<file path="src/rtl/sae_stream_ctrl.sv">
// Byte-stream sequencer for the single-byte SAE core: FIFO-buffers host bytes, pulses each into the core, returns results.
// Optional SAE_STREAM_CNT_EN adds saturating done/drop counters.
module sae_stream_ctrl #(
  parameter int DEPTH   = 8,
  parameter int TIMEOUT = 16
) (
  input  logic       clk,
  input  logic       reset,
  input  logic       cfg_load,
  input  logic [1:0] cfg_mode,
  input  logic [7:0] cfg_key,
  input  logic       in_valid,
  input  logic [7:0] in_data,
  output logic       in_ready,
  output logic [1:0] core_mode,
  output logic [7:0] core_data,
  output logic [7:0] core_key,
  output logic       core_valid,
  input  logic [7:0] core_result,
  input  logic       core_result_ready,
  input  logic       core_key_err,
  output logic       out_valid,
  output logic [7:0] out_data,
  input  logic       out_ready,
  output logic       err_key,
  output logic       err_timeout,
  output logic       busy
`ifdef SAE_STREAM_CNT_EN
  ,
  output logic [15:0] cnt_done,
  output logic [15:0] cnt_drop
`endif
);

  localparam int AW = $clog2(DEPTH);
  localparam int TW = $clog2(TIMEOUT + 1);

  localparam logic [2:0] S_IDLE   = 3'd0;
  localparam logic [2:0] S_ISSUE  = 3'd1;
  localparam logic [2:0] S_SETTLE = 3'd2;
  localparam logic [2:0] S_WAIT   = 3'd3;
  localparam logic [2:0] S_HOLD   = 3'd4;
  localparam logic [2:0] S_ERR    = 3'd5;

  logic [2:0]    state_q, state_d;
  logic [AW-1:0] wr_ptr_q, wr_ptr_d, rd_ptr_q, rd_ptr_d;
  logic [AW:0]   count_q, count_d;
  logic [7:0]    mem_q [DEPTH];
  logic [1:0]    mode_q, mode_d;
  logic [7:0]    key_q, key_d;
  logic [7:0]    core_data_q, core_data_d;
  logic [7:0]    out_data_q, out_data_d;
  logic          err_key_q, err_key_d;
  logic          err_timeout_q, err_timeout_d;
  logic [TW-1:0] tmo_q, tmo_d;

  logic empty, full, push, pop, flush;

  assign empty    = (count_q == '0);
  assign full     = (count_q == (AW+1)'(DEPTH));
  assign in_ready = !full && (state_q != S_ERR);
  assign push     = in_valid && in_ready;

  always_comb begin
    state_d       = state_q;
    mode_d        = mode_q;
    key_d         = key_q;
    core_data_d   = core_data_q;
    out_data_d    = out_data_q;
    err_key_d     = err_key_q;
    err_timeout_d = err_timeout_q;
    tmo_d         = tmo_q;
    pop           = 1'b0;
    flush         = 1'b0;
    case (state_q)
      S_IDLE: begin
        if (cfg_load && empty) begin
          mode_d = cfg_mode;
          key_d  = cfg_key;
        end else if (!empty) begin
          pop = 1'b1;
          // Mode 00 sessions just drain the FIFO without touching the core.
          if (mode_q != 2'b00) begin
            core_data_d = mem_q[rd_ptr_q];
            state_d     = S_ISSUE;
          end
        end
      end
      S_ISSUE:  state_d = S_SETTLE;
      S_SETTLE: begin
        tmo_d   = '0;
        state_d = S_WAIT;
      end
      S_WAIT: begin
        if (core_key_err) begin
          err_key_d = 1'b1;
          state_d   = S_ERR;
        end else if (core_result_ready) begin
          out_data_d = core_result;
          state_d    = S_HOLD;
        end else if (tmo_q == TW'(TIMEOUT - 1)) begin
          err_timeout_d = 1'b1;
          state_d       = S_ERR;
        end else begin
          tmo_d = tmo_q + TW'(1);
        end
      end
      S_HOLD: if (out_ready) state_d = S_IDLE;
      S_ERR: begin
        if (cfg_load) begin
          mode_d        = cfg_mode;
          key_d         = cfg_key;
          flush         = 1'b1;
          err_key_d     = 1'b0;
          err_timeout_d = 1'b0;
          state_d       = S_IDLE;
        end
      end
      default: state_d = S_IDLE;
    endcase

    wr_ptr_d = wr_ptr_q + AW'(push);
    if (flush) begin
      rd_ptr_d = wr_ptr_q;
      count_d  = '0;
    end else begin
      rd_ptr_d = rd_ptr_q + AW'(pop);
      count_d  = count_q + (AW+1)'(push) - (AW+1)'(pop);
    end
  end

  always_ff @(posedge clk) begin
    if (reset) begin
      state_q       <= S_IDLE;
      wr_ptr_q      <= '0;
      rd_ptr_q      <= '0;
      count_q       <= '0;
      mode_q        <= '0;
      key_q         <= '0;
      core_data_q   <= '0;
      out_data_q    <= '0;
      err_key_q     <= 1'b0;
      err_timeout_q <= 1'b0;
      tmo_q         <= '0;
    end else begin
      state_q       <= state_d;
      wr_ptr_q      <= wr_ptr_d;
      rd_ptr_q      <= rd_ptr_d;
      count_q       <= count_d;
      mode_q        <= mode_d;
      key_q         <= key_d;
      core_data_q   <= core_data_d;
      out_data_q    <= out_data_d;
      err_key_q     <= err_key_d;
      err_timeout_q <= err_timeout_d;
      tmo_q         <= tmo_d;
    end
  end

  always_ff @(posedge clk) begin
    if (push) mem_q[wr_ptr_q] <= in_data;
  end

  assign core_mode   = mode_q;
  assign core_key    = key_q;
  assign core_data   = core_data_q;
  assign core_valid  = (state_q == S_ISSUE);
  assign out_valid   = (state_q == S_HOLD);
  assign out_data    = out_data_q;
  assign err_key     = err_key_q;
  assign err_timeout = err_timeout_q;
  assign busy        = (state_q != S_IDLE) || !empty;

`ifdef SAE_STREAM_CNT_EN
  logic [15:0] cnt_done_q, cnt_done_d, cnt_drop_q, cnt_drop_d;
  logic        cfg_acc;
  logic [AW:0] drop_amt;
  logic [16:0] drop_sum;

  // An accepted cfg_load restarts both counts; bytes flushed by it count toward the new session.
  always_comb begin
    cfg_acc  = cfg_load && ((state_q == S_IDLE && empty) || state_q == S_ERR);
    drop_amt = '0;
    if (flush)
      drop_amt = count_q;
    else if (state_q == S_IDLE && !empty && mode_q == 2'b00)
      drop_amt = (AW+1)'(1);
    else if (state_q == S_WAIT && state_d == S_ERR)
      drop_amt = (AW+1)'(1);
    drop_sum   = (cfg_acc ? 17'd0 : {1'b0, cnt_drop_q}) + 17'(drop_amt);
    cnt_drop_d = drop_sum[16] ? 16'hFFFF : drop_sum[15:0];
    cnt_done_d = cfg_acc ? 16'd0 : cnt_done_q;
    if (out_valid && out_ready && cnt_done_q != 16'hFFFF)
      cnt_done_d = cnt_done_q + 16'd1;
  end

  always_ff @(posedge clk) begin
    if (reset) begin
      cnt_done_q <= '0;
      cnt_drop_q <= '0;
    end else begin
      cnt_done_q <= cnt_done_d;
      cnt_drop_q <= cnt_drop_d;
    end
  end

  assign cnt_done = cnt_done_q;
  assign cnt_drop = cnt_drop_q;
`endif

endmodule

</file>
<file path="config.mk">
export PLATFORM = sky130hd
export DESIGN_NAME = sae_stream_ctrl
export DESIGN_NICKNAME = d
export VERILOG_FILES = /design/src/rtl/sae_stream_ctrl.sv
export SDC_FILE = /design/constraint.sdc
export NUM_CORES = 1
export LEC_CHECK = 0
export ABC_AREA = 1
export ABC_CLOCK_PERIOD_IN_PS = 6100
export BUFFER_PORTS_ARGS = -buffer_cell sky130_fd_sc_hd__buf_4
export CORE_MARGIN = 4
export CORE_UTILIZATION = 34
export DETAILED_ROUTE_END_ITERATION = 6
export GPL_TIMING_DRIVEN = 0
export PLACE_DENSITY = 0.59
export SLEW_MARGIN = 10
export SYNTH_ARGS = -nofsm -noshare
export SYNTH_HDL_FRONTEND = slang
export SYNTH_SLANG_ARGS = --single-unit
</file>
<file path="constraint.sdc">
create_clock -name clk -period 6.1 [get_ports clk]
set_clock_uncertainty 0.15 [all_clocks]
set_input_delay 0.305 -clock clk [delete_from_list [all_inputs] [get_ports clk]]
set_output_delay 0.305 -clock clk [all_outputs]
set_load 0.01 [all_outputs]
</file>
-- Word-level counts from Yosys, hierarchy flattened
Memory sizes are Yosys's and may differ from the RTL's. A register that Yosys moved wholly into a read port is not among the register bits.
Index checks and enable logic that the tools add are counted.
- bits in registers: 38
- memory bits (writable): 64
- bits of input ports: 33
- output and inout bits: 32
- word-level logic and storage cells: 94
- memories kept: 1
- $add $sub $neg: 5
- equality and inequality tests: 20
- mux-type cells: 34
- bitwise logic cells: 3
- reduce and logical (&&, ||, !) cells: 21
- memory list (memory ; words ; bits a word ; rd ports ; clocked after Yosys merged registers in ; wr ports ; RTL line ; RTL):
    mem_q ; 8 ; 8 ; 1 ; 1 ; 1 ; 48 ; logic [7:0] mem_q [DEPTH];
- operator list (cell ; number):
    $mux 3 ; 9
    $ne 2x2->1 const B ; 10
    $pmux 3 s6 ; 1
    $mux 8 ; 2
    $pmux 8 s2 ; 1
    $mux 5 ; 3
    $mux 1 ; 12
    $pmux 5 s2 ; 1
    $reduce_and 3->1 ; 3
    $reduce_and 4->1 ; 2
    $reduce_bool 2->1 ; 4
    $add 3x1->3 ; 2
    $eq 3x2->1 const B ; 2
    $eq 3x3->1 const B ; 2
    $reduce_and 6->1 ; 1
    $add 5x1->5 const B ; 1
    $eq 5x4->1 const B ; 1
    $reduce_and 5->1 ; 1
    $add 4x1->4 ; 1
    $eq 4x4->1 const B ; 1
    $logic_not 4->1 ; 1
    $mux 2 ; 2
    $ne 4x4->1 const B ; 1
    $pmux 1 s2 ; 2
    12 further kinds ; 17

-- Depth between registers and ports, before layout
- depth in word-level cells: 6
- mapped depth: 13

-- Worst setup path after synthesis
Ideal clock, no wire load.
- path kind: register to register
- from: reg state_q[2]
- to: reg count_q[2]
- setup time: 116 ps
- arrival: 2041 ps
- data required time: 5834 ps
- slack: 3793 ps
- stages on the path, launching flop included: 12
- buffers on the path: 0
- clock period less this slack: 2307 ps
- cells stage by stage: dfxtp_1 -> nand3_2 -> nand2_1 -> inv_1 -> nand2_1 -> ha_1 -> inv_1 -> ha_1 -> inv_1 -> fa_1 -> xor2_1 -> nor2_1
- longest elaborated chain between the ends: 5
- elaborated cells between the ends (all ways): 10
- classes of those cells: 2 x add/sub; 2 x eq/ne; 2 x mux; 4 x reduce/logical
- ends and longest elaborated chain (item ; RTL line ; RTL):
    start, declared ; 45 ; logic [2:0] state_q, state_d;
    start signal, assigned ; 146 ; state_q <= state_d;
    $ne 3x3->1 ; 61 ; assign in_ready = !full && (state_q != S_ERR);
    $logic_and 1x1->1 ; 61 ;
    via in_ready ; 14 ; output logic in_ready,
    $logic_and 1x1->1 ; 62 ; assign push = in_valid && in_ready;
    $add 4x1->4 ; 128 ; count_d = count_q + (AW+1)'(push) - (AW+1)'(pop);
    $sub 4x1->4 ; 128 ;
    end signal, assigned ; 149 ; count_q <= count_d;
    end, declared ; 47 ; logic [AW:0] count_q, count_d;
The timed path passes the listed nets, and every way through them passes these cells.
A chain may end at the register's enable or synchronous reset.

-- Worst setup path after layout
- from: reg state_q[0]
- to: reg count_q[2]
- longest elaborated chain between the ends: 5
- elaborated cells between the ends (all ways): 10
- classes of those cells: 2 x add/sub; 2 x eq/ne; 2 x mux; 4 x reduce/logical
- ends and longest elaborated chain (item ; RTL line):
    $ne 3x3->1 ; 61
    $logic_and 1x1->1 ; 61
    $logic_and 1x1->1 ; 62
    $add 4x1->4 ; 128
    $sub 4x1->4 ; 128
Parallel ways exist; a longest one is shown, timed or not.

==> results.toml <==
[clock_network]
clock-sinks = 110
clkTransAtPathRegs_ps = 70
h-tree-depth = 3
cts_setup_buffers = 0
ctsHoldBuffers = 0
clockBufferDepth = 2
cts_tree = "built"
cts_made_buffers = 9
cts.repair.resized = 0
root_buffer = "clkbuf_16"
worstSkewPairLatency_ps = 350

[finish]
drive_gt1_share_pct = 20.10
final_area_sq_um = 5852
finalNonFillerCells = 782
fin_nets = 645
fillers = 1365
area_delta_synth_final_pct = 21.77
antenna_cells = 0

[worst_hold_path]
worst_hold_path_type = "primary input to register"

[global_routing]
grt_pass1_vias = 3586
grt_usage_pct = 14.53
grt_pass1_wl_microns = 18150
grt_start_max_net_pins = 17
antenna_found_initial = 0
overflow = 0

[yosys]
syn_area_per_cell_sq_um = 9.224
ys_ff_latch = 110
ys_types = 32
synthesis.area_sq_um = 4806
yosys_warnings = 0
synth_nets = 567
synth_cells = 521
seq_area_frac_synth_pct = 59.15

[timing]
slew_violations = 0
fin_tns_setup_ps = 0
hold_viol_final = 0
rsz0062_at_grt = "false"
fmax_mhz = 375.6
max_slew_margin_pct = 40.64
worst_slew_pin_slew_ps = 885.5
period_share_pct = 43.65
min_period_ps = 2662
setup_viol = 0

[critical_path]
worstSetupPathType = "register to register"
worstSetupEndpointType = "register"
worstSetupStartpointType = "register"
rr_worst_depth = 11
regToRegSetupSlack_ps = 3440
r2r-end = "count_q[2]$_SDFF_PP0_"
r2r-start = "state_q[0]$_SDFFE_PP0P_"
cp_max_fo = 10
startpoint = "state_q[0]$_SDFFE_PP0P_"
crit_required_ps = 6190
critical_path_arrival_ps = 2760
crit_end = "count_q[2]$_SDFF_PP0_"

[placement]
place.gp.congestion = 0.8008
placedCellCount = 768
port_buffers = 63
placed_cell_area_sq_um = 5574
place_hpwl_microns = 7939

[drt]
drt_iter0_drc = 218
routed_wl_microns = 11200
dr.pass1.iters = 4
wl_per_cell_microns = 14.32
num_vias = 3639
viasPerCell = 4.653
drcViolationCount = 0
ant_nets = 0

[pwr]
vdd_drop_max_v = 0.0001391
power_uw = 2310
power.density_nw_per_um2 = 394.7
p_leak_uw = 0.002507

[floorplan]
ios = 65
core_area_sq_um = 13880
die_h_microns = 126.9
initial_core_util_pct = 34.62
dieWidth_microns = 126.9
die-area_sq_um = 16100
rows = 43

[flow_run]
cap_violations = 0

[run_status]
run_status = "complete, no violations"
-- logic make-up after synthesis --
logic type               after synthesis  share of synthesized area (%)
AND/OR/NAND/NOR                      262                          24.19
flip-flops                           110                          59.15
buffers and inverters                 84                          7.133
AO/OA/AOI/OAI                         49                          5.441
adder cells (fa/ha/maj)               13                          3.541
XOR/XNOR                               3                         0.5468
-- synth_stat cells, drive strengths merged --
library cell | instances | share of area [%]
ha | 12 | 3.1
buf | 7 | 1.0
nand4 | 2 | 0.26
dfxtp | 46 | 19
a31oi | 2 | 0.26
or2 | 1 | 0.13
fa | 1 | 0.42
nand3b | 1 | 0.16
o21ai | 26 | 2.9
nor3 | 12 | 1.5
nor2 | 62 | 5.6
inv | 68 | 5.4
nand2 | 137 | 11
xnor2 | 1 | 0.18
a21oi | 20 | 2.2
nand3 | 47 | 5.1
xor2 | 2 | 0.36
clkbuf | 9 | 0.70
edfxtp | 64 | 40
o211ai | 1 | 0.16
-- worst max-delay path, stage by stage (launching register included) --
cell     delay (ps)
dfxtp_1         530
nand3_2         160
nand2_1         110
inv_1            60
nand2_1         360
ha_1            320
inv_1            50
ha_1            150
inv_1            50
fa_1            380
xor2_1          170
nor2_1           60
-- layer usage --
| layer | vias up | GRT usage [%] | part of all wire, % |
|---|---|---|---|
| li1 | 1847 | - | - |
| met1 | 1691 | 18.71 | 44 |
| met2 | 86 | 23.85 | 49 |
| met3 | 15 | 3.284 | 4.7 |
| met4 | 0 | 5.615 | 2.0 |
| met5 | - | 0 | 0 |
-- cell usage in the layout (no fill, tap or decap), types with 2 or more instances in the layout --
master,netlist,final
a21oi_1,19,19
a31oi_1,2,2
buf_2,5,5
buf_4,0,67
clkbuf_1,9,9
clkbuf_16,0,9
dfxtp_1,46,46
edfxtp_1,64,64
ha_1,12,12
inv_1,61,61
inv_2,5,5
inv_4,2,2
nand2_1,129,129
nand2_2,5,5
nand2_4,3,3
nand3_1,45,45
nand3_2,2,2
nand4_1,2,2
nor2_1,57,57
nor2_4,5,5
nor3_1,11,3
nor3_2,0,8
o21ai_0,14,14
o21ai_1,10,10
o21ai_2,2,2
xor2_1,2,2
-- per-stage QoR --
stage          setup slack [ps]  hold slack, ps  util (%)
6_report                   3438           27.33     42.16
5_1_grt                    3263           28.81     42.16
4_1_cts                    3427           17.61     42.16
3_5_place_dp               3441           296.9     40.16
3_3_place_gp               3226           297.9     39.65
2_1_floorplan              3793           253.9         -
-- state kept, by name, summed over array words and instances, names as in the netlist --
signal       cells
state_q          3
core_mode        2
core_data        8
out_data         8
tmo_q            5
wr_ptr_q         3
core_key         8
mem_q           64
err_timeout      1
err_key          1
count_q          4
rd_ptr_q         3
-- worst min-delay path by stage --
stage,startpoint,endpoint,slack [ps],cells past startpoint
finish,core_result[5],out_data[5]$_SDFFE_PP0P_,30,3
global route,in_data[6],mem_q[1][6]$_DFFE_PP_,30,1
CTS,cfg_key[6],core_key[6]$_SDFFE_PP0P_,20,3
detailed placement,err_timeout$_SDFFE_PP0P_,err_timeout$_SDFFE_PP0P_,300,2
global placement,err_timeout$_SDFFE_PP0P_,err_timeout$_SDFFE_PP0P_,300,2
floorplan,in_data[0],mem_q[0][0]$_DFFE_PP_,250,0
-- where the power goes --
group | total (uW) | internal, uW | switching (uW) | leakage, uW
clock network | 559 | 311 | 247 | 0.000135
logic | 809 | 297 | 512 | 0.00142
registers | 942 | 884 | 57.9 | 0.000955
total | 2310 | 1490 | 817 | 0.00251
-- area by class of cell --
cell class | count | area, sq um | share of cell area, %
Sequential cell | 110 | 2843 | 48.58
Clock inverter | 5 | 52.55 | 0.8980
Clock buffer | 9 | 225.2 | 3.849
Timing Repair Buffer | 67 | 503.0 | 8.595
Inverter | 68 | 260.3 | 4.447
Multi-Input combinational cell | 327 | 1660 | 28.37
Tap cell | 180 | 225.2 | 3.849
Buffer | 16 | 82.58 | 1.411
Power figures use the tool's default switching activity.
